===== config.mk =====
export PLATFORM = sky130hd
export DESIGN_NAME = etapa_mem
export DESIGN_NICKNAME = d
export VERILOG_FILES = /design/src/rtl/etapa_mem.sv
export SDC_FILE = /design/constraint.sdc
export NUM_CORES = 1
export LEC_CHECK = 0
export CAP_MARGIN = 20
export CORE_MARGIN = 2
export CORE_UTILIZATION = 30
export DETAILED_ROUTE_END_ITERATION = 10
export PLACE_DENSITY_LB_ADDON = 0.25
export REMOVE_ABC_BUFFERS = 1
export SLEW_MARGIN = 20
export SYNTH_ARGS = -nofsm -noshare
export SYNTH_HDL_FRONTEND = slang
export SYNTH_SLANG_ARGS = --single-unit
export TNS_END_PERCENT = 100

===== constraint.sdc =====
create_clock -name reloj -period 2.5 [get_ports reloj]
set_clock_uncertainty 0.05 [all_clocks]
set_input_delay 0.375 -clock reloj [delete_from_list [all_inputs] [get_ports reloj]]
set_output_delay 0.375 -clock reloj [all_outputs]
set_load 0.01 [all_outputs]

===== src/rtl/etapa_mem.sv =====
// Memory-access stage: issues loads/stores to a multi-cycle data memory over
// req/ack, stalls upstream while the access is outstanding and feeds MEM_WB.
module etapa_mem #(
  parameter int TIMEOUT = 15
) (
  input  logic        reloj,
  input  logic        resetMEM,
  input  logic        MemRead,
  input  logic        MemWrite,
  input  logic [1:0]  ctrl_WB_ex,
  input  logic [31:0] DIR_in,
  input  logic [31:0] DI_in,
  input  logic [4:0]  Y_MUX_ex,
  input  logic [31:0] mem_rdata,
  input  logic        mem_ack,
  output logic        mem_req,
  output logic        mem_we,
  output logic [31:0] mem_addr,
  output logic [31:0] mem_wdata,
  output logic        stall_mem,
  output logic [1:0]  ctrl_WB_mem,
  output logic [31:0] DO,
  output logic [31:0] DIR,
  output logic [4:0]  Y_MUX_mem,
  output logic        mem_err
);

  localparam logic [1:0] S_IDLE = 2'd0;
  localparam logic [1:0] S_WAIT = 2'd1;
  localparam logic [1:0] S_DONE = 2'd2;

  // Last counter value at which a missing ack aborts the access
  localparam logic [7:0] CNT_LAST = 8'(TIMEOUT - 1);

  logic [1:0]  state_q, state_d;
  logic        mem_req_q, mem_req_d;
  logic        mem_we_q, mem_we_d;
  logic [31:0] mem_addr_q, mem_addr_d;
  logic [31:0] mem_wdata_q, mem_wdata_d;
  logic [31:0] do_reg_q, do_reg_d;
  logic [7:0]  cnt_q, cnt_d;
  logic        mem_err_q, mem_err_d;
  logic        abort_q, abort_d;

  logic op;
  logic aligned;

  assign op      = MemRead | MemWrite;
  assign aligned = (DIR_in[1:0] == 2'b00);

  always_comb begin
    state_d     = state_q;
    mem_req_d   = mem_req_q;
    mem_we_d    = mem_we_q;
    mem_addr_d  = mem_addr_q;
    mem_wdata_d = mem_wdata_q;
    do_reg_d    = do_reg_q;
    cnt_d       = cnt_q;
    mem_err_d   = mem_err_q;
    abort_d     = abort_q;
    case (state_q)
      S_IDLE: begin
        if (op && !aligned) begin
          mem_err_d = 1'b1;
        end else if (op) begin
          // A simultaneous read+write request is treated as a store
          mem_req_d   = 1'b1;
          mem_we_d    = MemWrite;
          mem_addr_d  = {DIR_in[31:2], 2'b00};
          mem_wdata_d = DI_in;
          cnt_d       = 8'd0;
          state_d     = S_WAIT;
        end
      end
      S_WAIT: begin
        if (mem_ack) begin
          do_reg_d  = mem_we_q ? 32'd0 : mem_rdata;
          mem_req_d = 1'b0;
          state_d   = S_DONE;
        end else if (cnt_q == CNT_LAST) begin
          mem_req_d = 1'b0;
          mem_err_d = 1'b1;
          abort_d   = 1'b1;
          state_d   = S_DONE;
        end else begin
          cnt_d = cnt_q + 8'd1;
        end
      end
      S_DONE: begin
        do_reg_d = 32'd0;
        abort_d  = 1'b0;
        state_d  = S_IDLE;
      end
      default: begin
        state_d = S_IDLE;
      end
    endcase
  end

  always_ff @(posedge reloj) begin
    if (resetMEM) begin
      state_q     <= S_IDLE;
      mem_req_q   <= 1'b0;
      mem_we_q    <= 1'b0;
      mem_addr_q  <= 32'd0;
      mem_wdata_q <= 32'd0;
      do_reg_q    <= 32'd0;
      cnt_q       <= 8'd0;
      mem_err_q   <= 1'b0;
      abort_q     <= 1'b0;
    end else begin
      state_q     <= state_d;
      mem_req_q   <= mem_req_d;
      mem_we_q    <= mem_we_d;
      mem_addr_q  <= mem_addr_d;
      mem_wdata_q <= mem_wdata_d;
      do_reg_q    <= do_reg_d;
      cnt_q       <= cnt_d;
      mem_err_q   <= mem_err_d;
      abort_q     <= abort_d;
    end
  end

  // Fields presented to MEM_WB; bubbles carry no register write and no data
  always_comb begin
    stall_mem   = 1'b0;
    ctrl_WB_mem = 2'b00;
    DO          = 32'd0;
    case (state_q)
      S_IDLE: begin
        stall_mem   = op && aligned;
        ctrl_WB_mem = op ? 2'b00 : ctrl_WB_ex;
      end
      S_WAIT: begin
        stall_mem = 1'b1;
      end
      S_DONE: begin
        ctrl_WB_mem = abort_q ? 2'b00 : ctrl_WB_ex;
        DO          = do_reg_q;
      end
      default: begin
        stall_mem = 1'b0;
      end
    endcase
  end

  assign DIR       = DIR_in;
  assign Y_MUX_mem = Y_MUX_ex;
  assign mem_req   = mem_req_q;
  assign mem_we    = mem_we_q;
  assign mem_addr  = mem_addr_q;
  assign mem_wdata = mem_wdata_q;
  assign mem_err   = mem_err_q;

endmodule

==> flow_summary.yaml <==
status:
  status: "finished, final reports clean"
setup_path:
  reg2regPathDepth: 6
  crit_start: "state_q[0]$_SDFFE_PP0P_"
  cp_max_fo: 3
  worst-endpoint-arrival_ns: 1.98
  worstSetupPathType: "reg2out"
  crit_chain: "inv_1 > ha_1 > nor3b_2 > o21ai_4 > nand2_1 > clkdlybuf4s50_1"
  worstPathRequired_ns: 2.08
  regToRegSetupSlack_ns: 0.51
  max_stage_delay_ns: 0.53
  critPathSlowestCell: "clkdlybuf4s50_1"
  r2r-start: "state_q[0]$_SDFFE_PP0P_"
  end_kind: "output pin"
  critPathCapture: "stall_mem"
  r2r_end: "cnt_q[4]$_SDFFE_PP0P_"
  worstSetupStartpointType: "register"
yosys:
  yosys-top-cells-area: "dfxtp_1 47%, nand2_1 13%, a21oi_1 11%, buf_4 6.3%, and2_1 4.3%"
  async_reset_ff_frac: 0
  netlist_area_um2: 4640
  synth_top_cell_by_area: "dfxtp_1"
  syn_avg_cell_area_um2: 7.75
  synthAdderAreaFrac: 0.0135
  synthMuxAreaShare: 0
  synth-xor-area-share: 0
  synth_compound_area_frac: 0.157
  yosysWarnings: 0
  yosysTopAreaCellShare: 0.466
  synth_top_family_by_area: "simple AND/OR/NAND/NOR gates"
  synth_cell_types: 41
  synthSimpleGateAreaFrac: 0.258
  ys_ff_latch: 108
  synth_edf_count: 0
  synthFlopType: "dfxtp_1"
  syn_inst: 599
  yosysSeqAreaShare: 0.466
clocking:
  clk_path_buf_depth: 2
  cts_htree_levels: 3
  cts_root_buffer: "clkbuf_16"
  postCtsSetupBuffers: 0
  cts_buffers: 9
  clock_latency_ns: 0.34
  numClockSinks: 108
  cts_tree: "done"
  path_clk_slew_ns: 0.07
finish:
  antenna_cells: 0
  regArea_um2: 2160
  multi_input_area_um2: 2040
  fin_nets: 895
  fin_cells: 975
  final_layout_size_suffix_gt1_frac: 0.0546
  area_growth_pct: 56.0
  final_common_cell: "clkdlybuf4s50_1"
  num-fill-cells: 1457
  layout_common_cells: "233 x clkdlybuf4s50_1, 162 x nand2_1, 108 x dfxtp_1"
  finish.instance_area_um2: 7240
floorplan:
  ios: 247
  initial_utilization: 0.307
  die_w_um: 128
  rows: 45
  die_y_um: 128
  die_area_um2: 16500
  fp.coreArea_um2: 15100
timing:
  hold-worst-slack_ns: 0.239
  setup_viol: 0
  slew_headroom: 0.580
  slew_violations: 0
  hold_violations: 0
  clock.fmax_ghz: 0.416
  worstMarginPinSlew_ns: 0.629
  rsz0062_at_grt: "false"
  period_needed_ns: 2.40
  period_share: 0.962
  finalSetupTns_ns: 0
placement:
  place_area_um2: 6930
  port_buffers: 234
  dp_hpwl_mm: 9.89
  gp_congestion: 0.818
  placed_cells: 959
global_route:
  grt_max_degree: 65
  first_global_vias: 4527
  grt_pass1_wl_mm: 22.2
  grt_overflow: 0
  antenna_found_initial: 0
  grtUsageTotal: 0.166
drt:
  drtIter0Drc: 220
  wirelength_mm: 14.1
  firstDrtPassIters: 4
  vias: 4688
  viasPerCell: 4.81
  ant_nets: 0
  post_drt_wl_per_cell_um: 14.5
  drc_errors: 0
hold_path:
  min_path_type: "in2reg"
power_and_ir_drop:
  p_leak_nw: 2.51
  power_mw: 4.07
  ir_drop_v: 0.000394
  powerDensity_nw_per_um2: 562
job:
  drv_cap: 0
worst min-delay path by stage:
stage,from,to,slack [ns],depth (start not counted)
2_1_floorplan,do_reg_q[0]$_SDFFE_PP0P_,do_reg_q[0]$_SDFFE_PP0P_,0.37,2
3_3_place_gp,do_reg_q[18]$_SDFFE_PP0P_,do_reg_q[18]$_SDFFE_PP0P_,0.38,2
3_5_place_dp,do_reg_q[23]$_SDFFE_PP0P_,do_reg_q[23]$_SDFFE_PP0P_,0.39,2
4_1_cts,resetMEM,cnt_q[4]$_SDFFE_PP0P_,0.23,2
5_1_grt,resetMEM,cnt_q[4]$_SDFFE_PP0P_,0.26,2
6_report,resetMEM,cnt_q[4]$_SDFFE_PP0P_,0.24,2
power breakdown:
part	switching, mW	internal [mW]
Combinational	0.383	0.405
Sequential	0.0434	1.81
Clock	0.648	0.782
cells in the mapped netlist (5+ instances only):
library cell / n
dfxtp_1: 108
and2_1: 32
buf_2: 8
a21oi_1: 98
ha_1: 5
buf_4: 39
nand3_1: 38
nand4_1: 6
nor2_1: 6
inv_1: 8
nand2_1: 162
o21ai_0: 9
clkbuf_1: 32
area by class of cell:
type / instances / area share
clock buffers: 11 / 0.0321
inverters: 8 / 0.00415
flip-flops and latches: 108 / 0.298
repair buffers: 251 / 0.343
well taps: 188 / 0.0325
clock inverters: 5 / 0.00846
multi-input cells: 404 / 0.281
logic make-up (layout without fill, tap and decap cells):
kind of cell / count (synthesis) / count (layout)
buf+inv: 88 / 275
simple gates: 265 / 265
compound gates: 132 / 132
fa+ha+maj: 5 / 5
other cells: 1 / 2
flops: 108 / 108
sequential cells by signal (all words and copies together), names as in the netlist:
name	cells
mem_req	1
mem_we	1
abort_q	1
do_reg_q	32
state_q	2
mem_addr	30
mem_wdata	32
mem_err	1
cnt_q	8
layer usage:
metal	track usage	routed length, um
met2	0.267	6400
met4	0.0543	176
met3	0.0586	1480
met1	0.209	6060
met5	0	0
metrics by stage:
step                setup slack (ns)  utilization
finish                        0.0956        0.478
global route                 0.00178        0.478
CTS                           0.0859        0.478
detailed placement            0.0136        0.458
global placement              0.0194        0.458
floorplan                      -1.17            -
worst max-delay path: cells and delay by family (launching register included):
family                     cells  cell delay [ns]
buffers and inverters          2             0.63
and+or+nand+nor                2             0.38
DFF                            1             0.32
adders and majority gates      1             0.20
AOI/OAI and AO/OA              1             0.12
timing repair:
| action | in CTS | in global routing |
|---|---|---|
| gates resized for setup | 1 | 2 |
| hold endpoints to repair | 0 | 0 |
| hold buffers | 0 | 0 |
| endpoints found under the setup margin | 1 | 2 |
No activity file was read; power rests on OpenSTA's default activity.
==> RTL change 1 (same settings) <==
Put one more register stage on the output `mem_err`, with the module's reset. The value now appears one clock later. The other outputs are not delayed to match.
--- a/src/rtl/etapa_mem.sv
+++ b/src/rtl/etapa_mem.sv
@@ -150,6 +150,12 @@
   assign mem_we    = mem_we_q;
   assign mem_addr  = mem_addr_q;
   assign mem_wdata = mem_wdata_q;
-  assign mem_err   = mem_err_q;
+  always_ff @(posedge reloj) begin
+    if (resetMEM) begin
+      mem_err <= '0;
+    end else begin
+      mem_err <= mem_err_q;
+    end
+  end
 
 endmodule
Function: changed (Yosys sat finds a counterexample within 4 cycles, from zero or initial values and one cycle with resetMEM high).
==> RTL change 1 against the unedited design <==
  * Power rose by 2.7%
  * Combinational power decreased by 1%
  * Sequential cell count grew 1
  * Synthesized area rose by 0.43%
  * Design area barely moved
  * Non-clock buffer count shrank 2
  * Sequential share of layout area is 0.26 points higher
  * Routed wire length increased by 3.7%
  * Worst setup slack better by 0.015 ns
==> RTL change 1: results (changes against the unedited design) <==
| Metric | Value |
|---|---|
| Status | `finished, final reports clean (unchanged)` |
| Antenna violations before repair | `0 (unchanged)` |
| HP Class | `reg2reg (was in2reg)` |
| Post-synth top flop | `dfxtp_1 (unchanged)` |
| Reg-to-Reg Start | `cnt_q[0] (was state_q[0])` |
| PortBufs | `234 (unchanged)` |
| R2R setup slack | `0.36 ns (was 0.51 ns)` |
| Crit Path Max Fanout | `34 (was 3)` |
| Crit-path max cell delay | `0.57 ns (was 0.53 ns)` |
| Sw Ratio | `0.257 (was 0.264)` |
| Synth unique cells | `41 (unchanged)` |
| Reg-to-Reg End | `cnt_q[7] (was cnt_q[4])` |
| Worst-path clk slew | `0.07 ns (about the same)` |
| DR pass1 iterations | `4 (unchanged)` |
| Crit path DAT | `1.96 ns (was 1.98 ns)` |
| Clock H-tree levels | `3 (unchanged)` |
| Max Root-Sink Buffers | `2 (unchanged)` |
| Vias per std cell | `4.77 (was 4.81)` |
| Top post-synthesis cells by area | `dfxtp_1, nand2_1, a21oi_1, buf_4, and2_1 (unchanged)` |
| Vias in the first global route | `4399 (was 4527)` |
| Worst path slowest cell | `clkdlybuf4s50_1 (unchanged)` |
| Worst R2R Path Depth | `6 (unchanged)` |
| Post CTS Setup Buffer Count | `0 (unchanged)` |
| Register area share after synthesis | `0.468 (was 0.466)` |
| HPWL Detailed | `10600 um (was 9890 um)` |
| GRT Resource Usage Total | `0.168 (was 0.166)` |
| TritonCTS buffer count | `9 (unchanged)` |
| CP top delay family | `buffers and inverters (unchanged)` |
| Final Routed Wirelength | `14600 um (was 14100 um)` |
| Final setup violation count | `0 (unchanged)` |
| Root buffer cell | `clkbuf_16 (unchanged)` |
| # resized after CTS | `0 (was 1)` |
| Iteration-0 DRC Markers | `227 (was 220)` |
| GPL Wtd Cong | `0.826 (was 0.818)` |
| Leakage power | `2.54 nW (was 2.51 nW)` |
| Relative slew slack | `0.558 (was 0.580)` |
| Skew-Pair Late Insertion Delay | `0.35 ns` |
| P_clk | `0.00153 W (was 0.00143 W)` |
| Synthesis Warnings | `0 (unchanged)` |
| # nets final | `887 (was 895)` |
| Global-route wire length before repair | `22000 um (was 22200 um)` |
| Share of flip-flops with an asynchronous set or reset | `0 (unchanged)` |
| Antenna fix cells | `0 (unchanged)` |
| Seq. pwr | `0.00187 W` |
| DP Worst Slack | `0.198 ns (was 0.0136 ns)` |
| Post-synth top cells | `nand2_1, dfxtp_1, a21oi_1 (unchanged)` |
| Worst setup path end | `DO[14] (was stall_mem)` |
| Worst Setup SP | `state_q[0] (unchanged)` |
| Largest net degree at the start of global routing | `63 (was 65)` |
| Reg power frac | `0.447 (was 0.455)` |
| VDD IR-drop max | `0.000299 V (was 0.000394 V)` |
| Minimum clock period | `2.39 ns (was 2.40 ns)` |
| Share of layout cells above drive strength 1 | `0.0578 (was 0.0546)` |
RTL change 1: kinds of logic after synthesis:
kind of cell | after synthesis | share of synthesized area
simple gates | 257 | 0.252
compound gates | 133 | 0.161
other cells | 1 | 0.000804
fa+ha+maj | 5 | 0.0134
flops | 109 | 0.468
buf+inv | 88 | 0.105
RTL change 1: metrics by stage:
| stage | area [um^2] | cells | utilization | TNS (ns) |
|---|---|---|---|---|
| after floorplan | 4210 | 514 | - | -1.60 |
| after global placement | 6920 | 951 | 0.455 | 0 |
| after detailed placement | 6920 | 951 | 0.455 | 0 |
| after CTS | 7240 | 966 | 0.476 | 0 |
| after global routing | 7250 | 966 | 0.477 | 0 |
| final | 7250 | 966 | 0.477 | 0 |
RTL change 1: worst min-delay path, stage by stage, from the launching register on:
cell and delay (ns):
dfxtp_1 0.31, nand2_1 0.05, a21oi_1 0.05
RTL change 1: final cells by class:
cell class                      instances  area, um^2
Fill cell                            1460        7950
Inverter                                8        30.0
Clock buffer                            9         225
Sequential cell                       109        2180
Clock inverter                          6        93.8
Timing Repair Buffer                  249        2470
Multi-Input combinational cell        397        2010
Tap cell                              188         235
RTL change 1: worst min path at each step:
stage,startpoint,end,slack (ns),cells after the start
2_1_floorplan,do_reg_q[0],do_reg_q[0],0.37,2
6_report,do_reg_q[30],do_reg_q[30],0.40,2
3_3_place_gp,do_reg_q[31],do_reg_q[31],0.38,2
5_1_grt,do_reg_q[21],do_reg_q[21],0.41,2
4_1_cts,do_reg_q[30],do_reg_q[30],0.40,2
3_5_place_dp,do_reg_q[30],do_reg_q[30],0.39,2
RTL change 1: routing by layer:
metal / routed length (um) / up-vias / GRT usage
met1: 6180 / 2158 / 0.199
met3: 896 / 12 / 0.0445
li1: - / 2289 / -
met2: 7370 / 152 / 0.294
met5: 0 / - / 0
met4: 190 / 0 / 0.0531
==> RTL change 2 (same flow settings) <==
Made on the original files. The parameter `TIMEOUT` goes from 15 to 14.
--- a/src/rtl/etapa_mem.sv
+++ b/src/rtl/etapa_mem.sv
@@ -1,7 +1,7 @@
 // Memory-access stage: issues loads/stores to a multi-cycle data memory over
 // req/ack, stalls upstream while the access is outstanding and feeds MEM_WB.
 module etapa_mem #(
-  parameter int TIMEOUT = 15
+  parameter int TIMEOUT = 14
 ) (
   input  logic        reloj,
   input  logic        resetMEM,
Formal check against the unedited RTL: no difference found for any inputs over 4 cycles, from zero or initial values and one cycle with resetMEM high; that may be too few to reach the edited logic, so the function may still have changed.
==> RTL change 2 against the unedited design <==
  * Power rose by 3.1%
  * Cell count up 2.3%
  * Routed wire length is 3.3% higher
  * Worst setup slack better by 0.032 ns
  * Critical endpoint unchanged
  * First-iteration DRC count is 7.7% higher
  * Design area increased by 1.1%
  * Combinational power up 2%
  * Highest routed layer unchanged
  * Sequential cell count did not move
  * Synthesized area increased by 1.6%
  * Critical path type unchanged
==> RTL change 2: results (changes against the unedited design) <==
| Metric | Value |
|---|---|
| Status | `finished, final reports clean (unchanged)` |
| Relative slew slack | `0.551 (was 0.580)` |
| Adder-Cell Fraction of Synth Area | `0.0133 (was 0.0135)` |
| Crit path DAT | `1.95 ns (was 1.98 ns)` |
| HP Class | `reg2reg (was in2reg)` |
| Total net switching power | `0.00109 W (was 0.00107 W)` |
| Area after DPL | `6990 um^2 (was 6930 um^2)` |
| GPL Wtd Cong | `0.761 (was 0.818)` |
| Global-route wire length before repair | `21700 um (was 22200 um)` |
| Final Routed Wirelength | `14600 um (was 14100 um)` |
| Crit-path max cell delay | `0.53 ns (about the same)` |
| Fillers | `1480 (was 1457)` |
| Vias per std cell | `4.68 (was 4.81)` |
| Crit Path Max Fanout | `3 (unchanged)` |
| Multi-input combinational area share | `0.283 (was 0.281)` |
| DR pass1 iterations | `4 (unchanged)` |
| Fraction of area in registers | `0.295 (was 0.298)` |
| Power density cells | `573 nW/um^2 (was 562 nW/um^2)` |
| Post-synth top cells | `nand2_1, dfxtp_1, a21oi_1 (unchanged)` |
| PortBufs | `234 (unchanged)` |
| Placed cells | `981 (was 959)` |
| Filler-free cell count of the finished design | `997 (was 975)` |
| DP Worst Slack | `0.170 ns (was 0.0136 ns)` |
| Multi-input gates | `406 (was 404)` |
| Buffer share of cell area | `0.338 (was 0.343)` |
| Mux share of post-synthesis cell area | `0 (unchanged)` |
| Inverters | `8 (unchanged)` |
| Non-clock buffers | `248 (was 251)` |
| Comb power frac | `0.192 (was 0.194)` |
| Synthesis Warnings | `0 (unchanged)` |
| HPWL Detailed | `10600 um (was 9890 um)` |
| Antenna fix cells | `0 (unchanged)` |
| Max Root-Sink Buffers | `2 (unchanged)` |
| # nets final | `894 (was 895)` |
| Clk network pwr share | `0.366 (was 0.351)` |
| Antenna violations before repair | `0 (unchanged)` |
| Clk_buf instances | `9 (was 11)` |
| Top post-synthesis cells by area | `dfxtp_1, nand2_1, a21oi_1, buf_4, and2_1 (unchanged)` |
| Leakage power | `2.54 nW (was 2.51 nW)` |
| Iteration-0 DRC Markers | `237 (was 220)` |
| Post-synthesis compound-gate area fraction | `0.161 (was 0.157)` |
| Post-route cell area | `7320 um^2 (was 7240 um^2)` |
| VDD IR-drop max | `0.000335 V (was 0.000394 V)` |
| Post-synthesis instance total | `601 (was 599)` |
| Clock H-tree levels | `3 (unchanged)` |
| Vias in the first global route | `4345 (was 4527)` |
| Worst-path clk slew | `0.07 ns (about the same)` |
| Post-synth top flop | `dfxtp_1 (unchanged)` |
| Register area share after synthesis | `0.458 (was 0.466)` |
| Synth unique cells | `52 (was 41)` |
| GRT Resource Usage Total | `0.164 (was 0.166)` |
| Share of layout cells above drive strength 1 | `0.0534 (was 0.0546)` |
| Clock tree cell share of total cell area | `0.0439 (was 0.0406)` |
| CP top delay family | `buffers and inverters (unchanged)` |
RTL change 2: changes by cell type after synthesis, moves of 3 or more:
cell and change:
buf_6 +4, clkbuf_1 -4, nor3_1 -3, and2_1 +3, o22ai_1 +3, nand4_1 -3
o21ai_0 -5
RTL change 2: repair_timing:
| item | 4_1_cts | 5_1_grt |
|---|---|---|
| gates resized for setup | 0 | 2 |
| endpoints found under the hold margin | 0 | 0 |
| setup endpoints to repair | 0 | 6 |
RTL change 2: worst paths after layout:
kind / slack (ns) / from / end / depth (start not counted)
worst min-delay path: 0.40 / do_reg_q[10] / do_reg_q[10] / 2
worst min register to register: 0.40 / do_reg_q[10] / do_reg_q[10] / 2
worst max register to register: 0.46 / state_q[1] / cnt_q[0] / 5
worst max-delay path: 0.13 / state_q[0] / stall_mem / 6
RTL change 2: routing by layer:
layer  GRT usage  vias up  routed length [um]
met2       0.302      142                7660
met3      0.0409       14                 800
met1       0.186     2177                5890
li1            -     2329                   -
met5           0        -                   0
met4      0.0480        0                 227
